`config.mk`:
```
export PLATFORM = sky130hd
export DESIGN_NAME = mux2_rr_arbiter
export DESIGN_NICKNAME = d
export VERILOG_FILES = /design/src/rtl/mux2_rr_arbiter_pkg.sv /design/src/rtl/mux2_rr_arbiter_datapath.sv /design/src/rtl/mux2_rr_arbiter.sv
export SDC_FILE = /design/constraint.sdc
export NUM_CORES = 1
export LEC_CHECK = 0
export ABC_AREA = 1
export BUFFER_PORTS_ARGS = -buffer_cell sky130_fd_sc_hd__buf_2
export CAP_MARGIN = 20
export CORE_ASPECT_RATIO = 1.4
export CORE_UTILIZATION = 40
export CTS_BUF_LIST = sky130_fd_sc_hd__clkbuf_4 sky130_fd_sc_hd__clkbuf_8
export CTS_CLUSTER_SIZE = 20
export DETAILED_ROUTE_END_ITERATION = 6
export PLACE_DENSITY = 0.66
export SLEW_MARGIN = 20
export SYNTH_ARGS = -nofsm -noshare
export SYNTH_HDL_FRONTEND = slang
export SYNTH_SLANG_ARGS = --single-unit
```
`constraint.sdc`:
```
create_clock -name clk -period 2.2 [get_ports clk]
set_clock_uncertainty 0.1 [all_clocks]
set_input_delay 0.22 -clock clk [delete_from_list [all_inputs] [get_ports clk]]
set_output_delay 0.22 -clock clk [all_outputs]
set_load 0.005 [all_outputs]
```
`src/rtl/mux2_rr_arbiter_pkg.sv`:
```
// ============================================================================
//  Module      : mux2_rr_arbiter_pkg
//  Description : Shared state encodings and mux-select constants for the
//                two-requester round-robin arbiter.
//  Revision    : 1.0 - initial release
// ============================================================================
`default_nettype none

package mux2_rr_arbiter_pkg;

    localparam int         STATE_W    = 2;

    localparam logic [1:0] ST_IDLE    = 2'd0;
    localparam logic [1:0] ST_GRANT_A = 2'd1;
    localparam logic [1:0] ST_GRANT_B = 2'd2;

    localparam logic       SEL_A      = 1'b0;
    localparam logic       SEL_B      = 1'b1;

    // Select value that corresponds to a grant state; IDLE has no side.
    function automatic logic state_to_sel(input logic [1:0] st, input logic cur_sel);
        logic r;
        r = cur_sel;
        if (st == ST_GRANT_A) begin
            r = SEL_A;
        end else if (st == ST_GRANT_B) begin
            r = SEL_B;
        end
        return r;
    endfunction

endpackage

`default_nettype wire

```
`src/rtl/mux2_rr_arbiter_datapath.sv`:
```
// ============================================================================
//  Module      : mux2x1 / mux2_rr_arbiter_datapath
//  Description : Single-bit 2:1 mux cell and the WIDTH-bit data select built
//                from one cell per bit.
//  Revision    : 1.0 - initial release
// ============================================================================
`default_nettype none

module mux2x1
    import mux2_rr_arbiter_pkg::*;
(
    input  logic a,
    input  logic b,
    input  logic sel,
    output logic y
);

    assign y = (sel == SEL_B) ? b : a;

endmodule

module mux2_rr_arbiter_datapath #(
    parameter int WIDTH = 8
) (
    input  logic [WIDTH-1:0] a_data,
    input  logic [WIDTH-1:0] b_data,
    input  logic             sel,
    output logic [WIDTH-1:0] y_data
);

    for (genvar gi = 0; gi < WIDTH; gi++) begin : g_bit
        mux2x1 u_mux (
            .a   (a_data[gi]),
            .b   (b_data[gi]),
            .sel (sel),
            .y   (y_data[gi])
        );
    end

endmodule

`default_nettype wire

```
`src/rtl/mux2_rr_arbiter.sv`:
```
// ============================================================================
//  Module      : mux2_rr_arbiter
//  Description : Round-robin, burst-limited 2:1 merge of two valid/ready
//                requesters into one registered output stage.
//  Revision    : 1.0 - initial release
// ============================================================================
`default_nettype none

module mux2_rr_arbiter
    import mux2_rr_arbiter_pkg::*;
#(
    parameter int WIDTH     = 8,
    parameter int BURST_MAX = 4
) (
    input  logic             clk,
    input  logic             rst_n,
    input  logic             a_valid,
    input  logic [WIDTH-1:0] a_data,
    output logic             a_ready,
    input  logic             b_valid,
    input  logic [WIDTH-1:0] b_data,
    output logic             b_ready,
    output logic             out_valid,
    output logic [WIDTH-1:0] out_data,
    input  logic             out_ready,
    output logic             sel,
    output logic             busy
);

    localparam int               CNT_W       = $clog2(BURST_MAX + 1);
    localparam logic [CNT_W-1:0] c_burst_max = CNT_W'(BURST_MAX);
    localparam logic [CNT_W-1:0] c_cnt_one   = CNT_W'(1);

    logic [STATE_W-1:0] r_state;
    logic [STATE_W-1:0] w_next_state;
    logic               r_sel;
    logic               r_last_grant;
    logic [CNT_W-1:0]   r_burst_cnt;
    logic [CNT_W-1:0]   w_cnt_inc;
    logic               w_limit;
    logic               w_load_en;
    logic               w_a_fire;
    logic               w_b_fire;
    logic               w_fire;
    logic               w_grant_change;
    logic               r_out_valid;
    logic [WIDTH-1:0]   r_out_data;
    logic [WIDTH-1:0]   w_mux_data;

    assign w_load_en      = !r_out_valid || out_ready;
    assign w_a_fire       = a_valid && a_ready;
    assign w_b_fire       = b_valid && b_ready;
    assign w_fire         = w_a_fire || w_b_fire;
    assign w_grant_change = (w_next_state != r_state) && (w_next_state != ST_IDLE);

    // Counter saturates so an uncontested requester can stream indefinitely.
    assign w_cnt_inc = (r_burst_cnt >= c_burst_max) ? r_burst_cnt : r_burst_cnt + c_cnt_one;
    assign w_limit   = w_fire && (w_cnt_inc >= c_burst_max);

    // ------------------------------------------------------------------
    // State register
    // ------------------------------------------------------------------
    always_ff @(posedge clk or negedge rst_n) begin
        if (!rst_n) begin
            r_state      <= ST_IDLE;
            r_sel        <= SEL_A;
            r_last_grant <= SEL_B;
            r_burst_cnt  <= '0;
        end else begin
            r_state <= w_next_state;
            r_sel   <= state_to_sel(w_next_state, r_sel);
            if (w_next_state != r_state) begin
                r_burst_cnt <= '0;
            end else if (w_fire) begin
                r_burst_cnt <= w_cnt_inc;
            end
            if (w_grant_change) begin
                r_last_grant <= state_to_sel(w_next_state, r_last_grant);
            end
        end
    end

    // ------------------------------------------------------------------
    // Next-state logic
    // ------------------------------------------------------------------
    always_comb begin
        w_next_state = r_state;
        case (r_state)
            ST_IDLE: begin
                if (a_valid && b_valid) begin
                    w_next_state = (r_last_grant == SEL_B) ? ST_GRANT_A : ST_GRANT_B;
                end else if (a_valid) begin
                    w_next_state = ST_GRANT_A;
                end else if (b_valid) begin
                    w_next_state = ST_GRANT_B;
                end
            end
            ST_GRANT_A: begin
                if (b_valid && (!a_valid || w_limit)) begin
                    w_next_state = ST_GRANT_B;
                end else if (!a_valid && !b_valid) begin
                    w_next_state = ST_IDLE;
                end
            end
            ST_GRANT_B: begin
                if (a_valid && (!b_valid || w_limit)) begin
                    w_next_state = ST_GRANT_A;
                end else if (!a_valid && !b_valid) begin
                    w_next_state = ST_IDLE;
                end
            end
            default: begin
                w_next_state = ST_IDLE;
            end
        endcase
    end

    // ------------------------------------------------------------------
    // FSM outputs
    // ------------------------------------------------------------------
    always_comb begin
        a_ready = 1'b0;
        b_ready = 1'b0;
        busy    = 1'b0;
        case (r_state)
            ST_GRANT_A: begin
                a_ready = w_load_en;
                busy    = 1'b1;
            end
            ST_GRANT_B: begin
                b_ready = w_load_en;
                busy    = 1'b1;
            end
            default: begin
                busy    = 1'b0;
            end
        endcase
    end

    assign sel = r_sel;

    mux2_rr_arbiter_datapath #(
        .WIDTH (WIDTH)
    ) u_datapath (
        .a_data (a_data),
        .b_data (b_data),
        .sel    (r_sel),
        .y_data (w_mux_data)
    );

    // Output stage: a held beat stays put until the sink takes it.
    always_ff @(posedge clk or negedge rst_n) begin
        if (!rst_n) begin
            r_out_valid <= 1'b0;
            r_out_data  <= '0;
        end else if (w_fire) begin
            r_out_valid <= 1'b1;
            r_out_data  <= w_mux_data;
        end else if (out_ready) begin
            r_out_valid <= 1'b0;
        end
    end

    assign out_valid = r_out_valid;
    assign out_data  = r_out_data;

endmodule

`default_nettype wire

```
==> metrics.log <==
INFO  metric worst_pin_slew = 0.441 ns
INFO  metric layout_min_cycle_time = 2.10 ns
INFO  metric die_h = 62.2 µm
INFO  metric mappedNetlistArea = 1040 µm²
INFO  metric grt_first_pass_wirelength = 3420 µm
INFO  metric floorplan.die_area = 2800 µm²
INFO  metric synth_seq_cells = 16
INFO  metric hold_violations = 0
INFO  metric postSynthAreaPerCell = 7.45 µm²
INFO  metric maxCapViolations = 0
INFO  metric outcome = finished clean
INFO  metric power.density = 1260 nW/µm²
INFO  metric vdd_drop_max = 0.000782 V
INFO  metric required = 2.33 ns
INFO  metric cts.reportedPaths.clkPinSlew = 0.10 ns
INFO  metric slew_violations = 0
INFO  metric hold_path.startpoint = a_data[2]
INFO  metric cts_inserted_buffers = 3
INFO  metric synth_fp_nets = 168
INFO  metric grt_overflow = 0
INFO  metric dp_hpwl = 1680 µm
INFO  metric floorplan.die.width = 45.0 µm
INFO  metric clockRootBuffer = sky130_fd_sc_hd__clkbuf_4
INFO  metric row_count = 21
INFO  metric endpoint_type_of_the_worst_setup_path = flip-flop
INFO  metric starting_density_of_the_core = 42.9%
INFO  metric design.core.area = 2420 µm²
INFO  metric synthCells = 139
INFO  metric area_delta_synth_final = 35.7%
INFO  metric fin_area = 1410 µm²
INFO  metric static-leakage-power = 0.779 nW
INFO  metric antenna_violating_nets_remaining = 0
INFO  metric avgViaCountPerCell = 4.54
INFO  metric critical_path_peak_fanout = 5
INFO  metric r2r_cells = 17
INFO  metric io-pin-count = 34
INFO  metric regToRegSetupSlack = 0.1 ns
INFO  metric worst_hold_path.num_cells = 3
INFO  metric first_global_vias = 880
INFO  metric hold-path-endpoint = out_data[2]$_DFFE_PN0P_
INFO  metric design.final.nets = 214
INFO  metric cts_tree = yes
INFO  metric antenna_found_initial = 0
INFO  metric cts_max_path_buffers = 2
INFO  metric gp_congestion = 0.871
INFO  metric io_buffers = 33
INFO  metric synth-warning-count = 0
INFO  metric grt_start_max_net_pins = 19
INFO  metric r2r-end = r_last_grant$_DFFE_PN1P_
INFO  metric number_of_h_tree_levels = 1
INFO  metric timing_worst_setup_path_type = flip-flop to flip-flop
INFO  metric totalPowerFinal = 1.77 mW
INFO  metric detailroute.via_count = 989
INFO  metric synth.distinct_cells = 21
INFO  metric worst_slew_margin_rel = 70.6%
INFO  metric final_layout_size_suffix_gt1_share = 38.6%
INFO  metric insertion_delay_to_the_later_sink_of_the_worst_skew_pair = 0.28 ns
INFO  metric setup_violations = 0
INFO  metric cts.sinks = 16
INFO  metric arrival = 2.23 ns
INFO  metric dr.first_iter.drc_count = 9
INFO  metric antenna-diode-count = 0
INFO  metric drt_wl_total = 2240 µm
INFO  metric class_of_the_tightest_hold_or_removal_check = input pin to flip-flop
INFO  metric firstDrtPassIters = 4
INFO  metric max_clock_freq = 0.476 GHz
INFO  metric wire_per_inst = 10.3 µm
INFO  metric final.period_utilization = 95.5%
INFO  metric grt.total_usage = 16.0%
INFO  metric startpoint_type = flip-flop
INFO  metric placement.cell_area = 1270 µm²
INFO  metric synth-seq-area-share = 38.8%
INFO  metric reg2reg_from = r_state[1]$_DFF_PN0_
INFO  metric drc_errors = 0
==> per-layer routing <==
metal	wire, µm	global-route usage (%)
met4	20	6.82
met3	80	2.03
met5	0	0
met2	1180	27.4
met1	953	19.2
==> stage by stage <==
| stage | setup slack, ns | hold WS [ns] | TNS (ns) | cells | utilization [%] |
|---|---|---|---|---|---|
| after floorplan | 0.161 | -0.176 | 0 | 139 | - |
| after global placement | 0.0695 | 0.0427 | 0 | 208 | 52.5 |
| after detailed placement | 0.0216 | 0.0472 | 0 | 208 | 52.5 |
| after CTS | 0.0126 | 0.134 | 0 | 213 | 54.5 |
| after global routing | -0.0253 | 0.138 | -0.0253 | 218 | 58.2 |
| final | 0.0982 | 0.130 | 0 | 218 | 58.2 |
==> how the worst max path moves through the flow <==
| stage | start | end | slack (ns) |
|---|---|---|---|
| after floorplan | r_state[1]$_DFF_PN0_ | r_last_grant$_DFFE_PN1P_ | 0.16 |
| after global placement | r_state[1]$_DFF_PN0_ | r_last_grant$_DFFE_PN1P_ | 0.07 |
| after detailed placement | r_state[1]$_DFF_PN0_ | r_last_grant$_DFFE_PN1P_ | 0.02 |
| after CTS | r_state[1]$_DFF_PN0_ | r_last_grant$_DFFE_PN1P_ | 0.01 |
| after global routing | r_state[0]$_DFF_PN0_ | r_last_grant$_DFFE_PN1P_ | -0.03 |
| final | r_state[1]$_DFF_PN0_ | r_last_grant$_DFFE_PN1P_ | 0.1 |
==> flip-flops by register name, indices dropped and copies added, names as in the netlist <==
signal        count
out_data          8
out_valid         1
r_burst_cnt       3
r_last_grant      1
r_state           2
sel               1
==> kinds of logic after synthesis <==
logic type                 after synthesis  synth area share (%)
and+or+nand+nor                         61                  27.8
buffers and inverters                   28                  10.1
AOI/OAI and AO/OA                       26                  13.6
DFF                                     16                  38.8
adders and majority gates                8                  9.66
==> synthesized netlist by cell type <==
| master | count | area share (%) |
|---|---|---|
| sky130_fd_sc_hd__a21boi_0 | 2 | 1.4 |
| sky130_fd_sc_hd__a21oi_1 | 4 | 1.9 |
| sky130_fd_sc_hd__a21oi_2 | 1 | 0.85 |
| sky130_fd_sc_hd__clkbuf_1 | 3 | 1.1 |
| sky130_fd_sc_hd__clkinv_1 | 1 | 0.36 |
| sky130_fd_sc_hd__dfrtp_1 | 15 | 36 |
| sky130_fd_sc_hd__dfstp_2 | 1 | 2.5 |
| sky130_fd_sc_hd__ha_1 | 8 | 9.7 |
| sky130_fd_sc_hd__inv_1 | 23 | 8.3 |
| sky130_fd_sc_hd__inv_2 | 1 | 0.36 |
| sky130_fd_sc_hd__nand2_1 | 35 | 13 |
| sky130_fd_sc_hd__nand2_2 | 7 | 4.2 |
| sky130_fd_sc_hd__nand2_4 | 2 | 2.2 |
| sky130_fd_sc_hd__nand3_1 | 7 | 3.4 |
| sky130_fd_sc_hd__nand3_2 | 1 | 0.97 |
| sky130_fd_sc_hd__nor2_1 | 6 | 2.2 |
| sky130_fd_sc_hd__nor3_2 | 1 | 0.97 |
| sky130_fd_sc_hd__o211ai_1 | 1 | 0.72 |
| sky130_fd_sc_hd__o21ai_0 | 18 | 8.7 |
| sky130_fd_sc_hd__or2_1 | 1 | 0.60 |
| sky130_fd_sc_hd__or2_2 | 1 | 0.60 |
==> layout make-up <==
class                      instances  area [µm²]
sequential                        16         404
fill                             237        1010
clock buffer                       4        36.3
timing repair buffer              44         250
inverter                          25        93.8
multi-input combinational         95         579
tap                               34        42.5
==> layout by cell type (no fill, tap or decap), types with 2 or more instances in the layout <==
master                     synthesis  layout
sky130_fd_sc_hd__buf_2             0      33
sky130_fd_sc_hd__ha_4              0       3
sky130_fd_sc_hd__nand2_4           2       3
sky130_fd_sc_hd__nand3_1           7       6
sky130_fd_sc_hd__clkbuf_4          0       3
sky130_fd_sc_hd__o21ai_0          18      18
sky130_fd_sc_hd__buf_4             0      10
sky130_fd_sc_hd__inv_1            23      21
sky130_fd_sc_hd__nand3_2           1       2
sky130_fd_sc_hd__dfrtp_2           0       2
sky130_fd_sc_hd__inv_2             1       3
sky130_fd_sc_hd__nand2_1          35      35
sky130_fd_sc_hd__nand2_2           7       6
sky130_fd_sc_hd__dfrtp_1          15      13
sky130_fd_sc_hd__nor2_1            6       5
sky130_fd_sc_hd__ha_1              8       5
sky130_fd_sc_hd__a21oi_1           4       4
==> power breakdown <==
group          leakage [nW]  switching, mW  internal, mW
sequential            0.198          0.129         0.433
clock                0.0210         0.0929         0.101
combinational         0.561          0.550         0.467
==> critical path, stage by stage (launching register included) <==
cell	delay (ns)
sky130_fd_sc_hd__dfrtp_2	0.47
sky130_fd_sc_hd__inv_2	0.09
sky130_fd_sc_hd__ha_4	0.13
sky130_fd_sc_hd__nand3_1	0.08
sky130_fd_sc_hd__nand2_2	0.10
sky130_fd_sc_hd__nand2_2	0.05
sky130_fd_sc_hd__nand2_1	0.05
sky130_fd_sc_hd__nand2_1	0.08
sky130_fd_sc_hd__nand2_1	0.06
sky130_fd_sc_hd__nand2_1	0.05
sky130_fd_sc_hd__nand3_2	0.09
sky130_fd_sc_hd__nand2_4	0.07
sky130_fd_sc_hd__ha_4	0.26
sky130_fd_sc_hd__inv_1	0.05
sky130_fd_sc_hd__nor2_2	0.13
sky130_fd_sc_hd__nand2_2	0.06
sky130_fd_sc_hd__nand2_1	0.06
sky130_fd_sc_hd__nand2_1	0.05
==> repair_timing <==
item / CTS / global route
buffers inserted: 0 / 5
endpoints found under the hold margin: 15 / 0
resized for setup: 1 / 12
pin swaps: 0 / 3
endpoints found under the setup margin: 1 / 1
hold buffers: 1 / 0
Note: power is estimated with default switching activity, not from simulation.
